**src/rtl/fifo_ctrl_pkg.sv**
```systemverilog
// Shared definitions for the synchronous FIFO controller and its RAM:
// FSM state encodings and the default depth / address width.
package fifo_ctrl_pkg;

    localparam logic [1:0] ST_EMPTY   = 2'b00;
    localparam logic [1:0] ST_PARTIAL = 2'b01;
    localparam logic [1:0] ST_FULL    = 2'b10;

    localparam int DEFAULT_DEPTH     = 4;
    localparam int DEFAULT_ADDR_SIZE = 2;

endpackage : fifo_ctrl_pkg

```
**src/rtl/wrap_counter.sv**
```systemverilog
// Enable-gated modulo counter: counts 0..MAX and wraps to 0, so depths that
// are not powers of two are handled without address holes.
module wrap_counter #(
    parameter int SIZE = 3,
    parameter int MAX  = 3
) (
    input  logic            clk,
    input  logic            rst_n,
    input  logic            en,
    output logic [SIZE-1:0] q,
    output logic            at_max
);

    localparam logic [SIZE-1:0] MAX_V = SIZE'(MAX);
    localparam logic [SIZE-1:0] ONE_V = SIZE'(1);

    assign at_max = (q == MAX_V);

    always_ff @(posedge clk or negedge rst_n) begin
        if (!rst_n) begin
            q <= '0;
        end else if (en) begin
            q <= at_max ? '0 : q + ONE_V;
        end
    end

endmodule : wrap_counter

```
**src/rtl/fifo_ctrl.sv**
```systemverilog
// Synchronous FIFO control: pointer sequencing, strobe gating and an
// EMPTY/PARTIAL/FULL occupancy FSM. Sticky overflow/underflow flags are built
// only when FIFO_CTRL_ERR_FLAGS_EN is defined; otherwise they are tied low.
module fifo_ctrl
    import fifo_ctrl_pkg::*;
#(
    parameter int MEMORY_DEPTH      = DEFAULT_DEPTH,
    parameter int FIFO_ADDRESS_SIZE = DEFAULT_ADDR_SIZE
) (
    input  logic                       clk,
    input  logic                       rst_n,
    input  logic                       wr_req,
    input  logic                       rd_req,
    output logic [FIFO_ADDRESS_SIZE:0] w_ptr,
    output logic [FIFO_ADDRESS_SIZE:0] r_ptr,
    output logic                       cw_en,
    output logic                       cr_en,
    output logic                       full,
    output logic                       empty,
    output logic [FIFO_ADDRESS_SIZE:0] count,
    output logic                       overflow,
    output logic                       underflow
);

    localparam int PW = FIFO_ADDRESS_SIZE + 1;

    localparam logic [PW-1:0] DEPTH_V  = PW'(MEMORY_DEPTH);
    localparam logic [PW-1:0] DEPTH_M1 = PW'(MEMORY_DEPTH - 1);
    localparam logic [PW-1:0] ONE_V    = PW'(1);

    logic [1:0]    state;
    logic [1:0]    state_nxt;
    logic [PW-1:0] count_q;
    logic [PW-1:0] count_nxt;
    logic [1:0]    at_max_unused;

    function automatic logic [PW-1:0] sat_inc(input logic [PW-1:0] v);
        return (v == DEPTH_V) ? v : v + ONE_V;
    endfunction

    function automatic logic [PW-1:0] sat_dec(input logic [PW-1:0] v);
        return (v == '0) ? v : v - ONE_V;
    endfunction

    // Status comes only from the FSM, never from pointer equality.
    assign full  = (state == ST_FULL);
    assign empty = (state == ST_EMPTY);
    assign count = count_q;

    // rst_n gate keeps the strobes quiet while reset is held.
    assign cw_en = rst_n & wr_req & ~full;
    assign cr_en = rst_n & rd_req & ~empty;

    wrap_counter #(
        .SIZE (PW),
        .MAX  (MEMORY_DEPTH - 1)
    ) u_wr_ptr (
        .clk    (clk),
        .rst_n  (rst_n),
        .en     (cw_en),
        .q      (w_ptr),
        .at_max (at_max_unused[0])
    );

    wrap_counter #(
        .SIZE (PW),
        .MAX  (MEMORY_DEPTH - 1)
    ) u_rd_ptr (
        .clk    (clk),
        .rst_n  (rst_n),
        .en     (cr_en),
        .q      (r_ptr),
        .at_max (at_max_unused[1])
    );

    always_comb begin
        count_nxt = count_q;
        if (cw_en && !cr_en) begin
            count_nxt = sat_inc(count_q);
        end else if (cr_en && !cw_en) begin
            count_nxt = sat_dec(count_q);
        end
    end

    always_comb begin
        state_nxt = state;
        case (state)
            ST_EMPTY: begin
                if (cw_en) begin
                    state_nxt = ST_PARTIAL;
                end
            end
            ST_PARTIAL: begin
                if (cw_en && !cr_en && count_q == DEPTH_M1) begin
                    state_nxt = ST_FULL;
                end else if (cr_en && !cw_en && count_q == ONE_V) begin
                    state_nxt = ST_EMPTY;
                end
            end
            ST_FULL: begin
                if (cr_en) begin
                    state_nxt = ST_PARTIAL;
                end
            end
            default: state_nxt = ST_EMPTY;
        endcase
    end

    always_ff @(posedge clk or negedge rst_n) begin
        if (!rst_n) begin
            state   <= ST_EMPTY;
            count_q <= '0;
        end else begin
            state   <= state_nxt;
            count_q <= count_nxt;
        end
    end

`ifdef FIFO_CTRL_ERR_FLAGS_EN
    logic overflow_q;
    logic underflow_q;

    // Sticky until the next reset so a late-reading host still sees the event.
    always_ff @(posedge clk or negedge rst_n) begin
        if (!rst_n) begin
            overflow_q  <= 1'b0;
            underflow_q <= 1'b0;
        end else begin
            if (wr_req && full) begin
                overflow_q <= 1'b1;
            end
            if (rd_req && empty) begin
                underflow_q <= 1'b1;
            end
        end
    end

    assign overflow  = overflow_q;
    assign underflow = underflow_q;
`else
    assign overflow  = 1'b0;
    assign underflow = 1'b0;
`endif

endmodule : fifo_ctrl

```
**config.mk**
```make
export PLATFORM = sky130hd
export DESIGN_NAME = fifo_ctrl
export DESIGN_NICKNAME = d
export VERILOG_FILES = /design/src/rtl/fifo_ctrl_pkg.sv /design/src/rtl/wrap_counter.sv /design/src/rtl/fifo_ctrl.sv
export SDC_FILE = /design/constraint.sdc
export NUM_CORES = 1
export LEC_CHECK = 0
export CORE_MARGIN = 4
export CORE_UTILIZATION = 42
export CTS_CLUSTER_DIAMETER = 40
export DETAILED_ROUTE_END_ITERATION = 16
export PLACE_DENSITY = 0.8
export SLEW_MARGIN = 20
export SYNTH_ARGS = -nofsm -noshare
export SYNTH_HDL_FRONTEND = slang
export SYNTH_SLANG_ARGS = --single-unit
export TNS_END_PERCENT = 10
```
**constraint.sdc**
```tcl
create_clock -name clk -period 1.8 [get_ports clk]
set_input_delay 0.18 -clock clk [delete_from_list [all_inputs] [get_ports clk]]
set_output_delay 0.18 -clock clk [all_outputs]
set_load 0.005 [all_outputs]
```
==> flow_metrics.py <==
metrics = {
    "worst_setup_path": {
        "cpPeakStageDelay_ns": 0.43,
        "worst_path_max_delay_cell": "dfrtp_2",
        "rr_startpoint": "state[0]",
        "cp.arrival_ns": 1.92,
        "start_kind": "register",
        "critPathMaxFanout": 6,
        "worstReg2RegEnd": "count[1]",
        "end_kind": "register",
        "ff2ff_path_depth": 7,
        "cp.required_ns": 2.02,
        "regToRegSetupSlack_ns": 0.10,
        "worstPathCellList": "nand2b_4 > and3_4 > inv_1 > ha_4 > or3_1 > a21oi_2 > a211o_1",
        "critPathKind": "reg -> reg",
    },
    "timing": {
        "rsz0062_at_grt": "no",
        "fin_crit_sh_pct": 94.4,
        "finalMaxSlewViolations": 0,
        "finalSetupViolCount": 0,
        "period_needed_ns": 1.70,
        "finClkSkew_ns": 0.00741,
        "fmax_mhz": 588,
        "hold_viol": 0,
    },
    "layout": {
        "drive_gt1_share_pct": 23.4,
        "areaGrowthSynthToFinish_pct": 40.7,
        "diodes": 0,
        "layoutNonFillerInstCount": 132,
        "fin_nets": 121,
    },
    "drt": {
        "drt_iter0_drc": 2,
        "wirelength_um": 1630,
        "ant_nets": 0,
        "wl_per_cell_um": 12.4,
        "vias_per_cell": 4.77,
        "num_vias": 630,
        "drcViolationCount": 0,
        "first_pass_iters": 4,
    },
    "die": {
        "io-pin-count": 19,
        "die_w_um": 50.2,
        "die_area_um2": 2520,
        "die_h_um": 50.2,
        "core-area_um2": 1710,
        "num_rows": 15,
        "start_util_pct": 43.9,
    },
    "clock_network": {
        "clk_pin_slew_ns": 0.08,
        "clock_sinks": 11,
        "cts_made_buffers": 3,
        "cts_root_buf": "clkbuf_4",
        "clock_latency_ns": 0.27,
        "cts_tree": "done",
        "h-tree-depth": 1,
        "cts_buffer_depth": 2,
    },
    "logic_synthesis": {
        "yosysTopAreaCell": "dfrtp_1",
        "synth_common_cells": "11 x dfrtp_1, 10 x inv_1, 9 x ha_1",
        "async_flop_share_pct": 100,
        "synth-main-ff-cell": "dfrtp_1",
        "post-synth-top-count-cell": "dfrtp_1",
        "synth_edf_count": 0,
        "postSynthAreaPerCell_um2": 9.49,
        "synth_top_area_share_pct": 36.7,
        "ys_ff_latch": 11,
        "synth_cell_types": 28,
        "synth_area_um2": 749,
        "syn_inst": 79,
        "yosysSeqAreaShare_pct": 36.7,
        "synth.area.top_cells": "dfrtp_1 37%, ha_1 15%, inv_1 5.0%",
        "synth_warnings": 0,
    },
    "global_route": {
        "grt_start_max_net_pins": 12,
        "antenna_found_initial": 0,
        "overflow": 0,
        "track_usage_pct": 14.2,
        "grt_pass1_wl_um": 2740,
        "first_global_vias": 652,
    },
    "pwr": {
        "p_leak_nw": 0.505,
        "vdd_drop_max_mv": 0.730,
        "finalPower_mw": 1.57,
        "p_per_area_nw_per_um2": 1490,
    },
    "place": {
        "dp_hpwl_um": 1280,
        "io_buffers": 16,
        "gp_congestion": 0.837,
        "dpl.cell_count": 126,
    },
    "outcome": {
        "status": "finished, final reports clean",
    },
    "run": {
        "cap_violations": 0,
    },
    "hold_path": {
        "hold_path.class": "in -> async",
    },
}
==> cell type report <==
cell class | instances | area [µm²]
clock buffers | 4 | 26.3
fillers | 141 | 653
inverters | 10 | 37.5
multi-input cells | 55 | 440
flip-flops and latches | 11 | 277
well taps | 25 | 31.3
repair buffers | 27 | 243
==> critical path: cells and delay by family, from the launching register on <==
kind            cells  cell delay, ns
buf+inv             1            0.10
flops               1            0.43
fa+ha+maj           1            0.23
simple gates        3            0.65
compound gates      2            0.24
==> where the power goes <==
group | total (mW) | internal [mW] | switching, mW
clock | 0.176 | 0.0857 | 0.0902
combinational | 0.902 | 0.531 | 0.371
sequential | 0.495 | 0.366 | 0.129
total | 1.57 | 0.983 | 0.589
==> routing by layer <==
metal  up-vias  share of wire, %  track usage [%]  routed length (µm)
met1       292                44             17.0                 726
li1        318                 -                -                   -
met3         2               3.4             2.37                  56
met4         0              0.67             8.29                  11
met5         -                 0                0                   0
met2        18                51             23.7                 839
==> layout by cell type, fill, tap and decap left out, types with 3 or more instances in the layout <==
cell	n
a21oi_1	5
o21ai_0	5
nand3_1	3
clkdlybuf4s50_1	13
nand2_1	7
ha_1	7
clkbuf_4	3
buf_4	11
dfrtp_1	10
inv_1	9
==> metrics by stage <==
stage                     TNS, ns  hold slack (ns)  area [µm²]  worst slack (ns)  util [%]
after floorplan                 0           -0.116         776           0.00394         -
after global placement     -0.116            0.497        1000           -0.0645      58.6
after detailed placement   -0.352            0.508        1000            -0.157      58.6
after CTS                       0           0.0205        1050            0.0202      61.2
after global routing            0           0.0400        1050            0.0381      61.8
final                           0           0.0190        1050             0.100      61.8
==> cells by family after synthesis <==
| kind of cell | after synthesis | synth area share, % |
|---|---|---|
| other cells | 1 | 0.500 |
| flops | 11 | 36.7 |
| simple gates | 19 | 12.5 |
| fa+ha+maj | 9 | 15.0 |
| mux | 4 | 6.84 |
| buf+inv | 14 | 9.18 |
| xor+xnor | 3 | 3.51 |
| compound gates | 18 | 15.7 |
==> worst max path at each step <==
stage             start       end  slack (ns)  cells past startpoint
4_1_cts        state[1]     cr_en        0.02                      4
2_1_floorplan  state[0]  count[1]       0.004                      8
5_1_grt        state[0]  count[1]        0.04                      7
3_3_place_gp      rst_n  count[1]       -0.06                      7
6_report       state[0]  count[1]        0.10                      7
3_5_place_dp      rst_n  count[1]       -0.16                      7
==> registers in the layout (all words and copies together) (netlist names) <==
name        flops
state           2
u_wr_ptr.q      3
u_rd_ptr.q      3
count           3
==> repair_timing <==
| action | in CTS | in global routing |
|---|---|---|
| gates resized for setup | 4 | 4 |
| setup buffers | 2 | 0 |
| hold endpoints to repair | 0 | 0 |
| pin swaps | 1 | 1 |
| endpoints found under the setup margin | 4 | 3 |
| hold buffers | 0 | 0 |
Power figures use the tool's default switching activity.
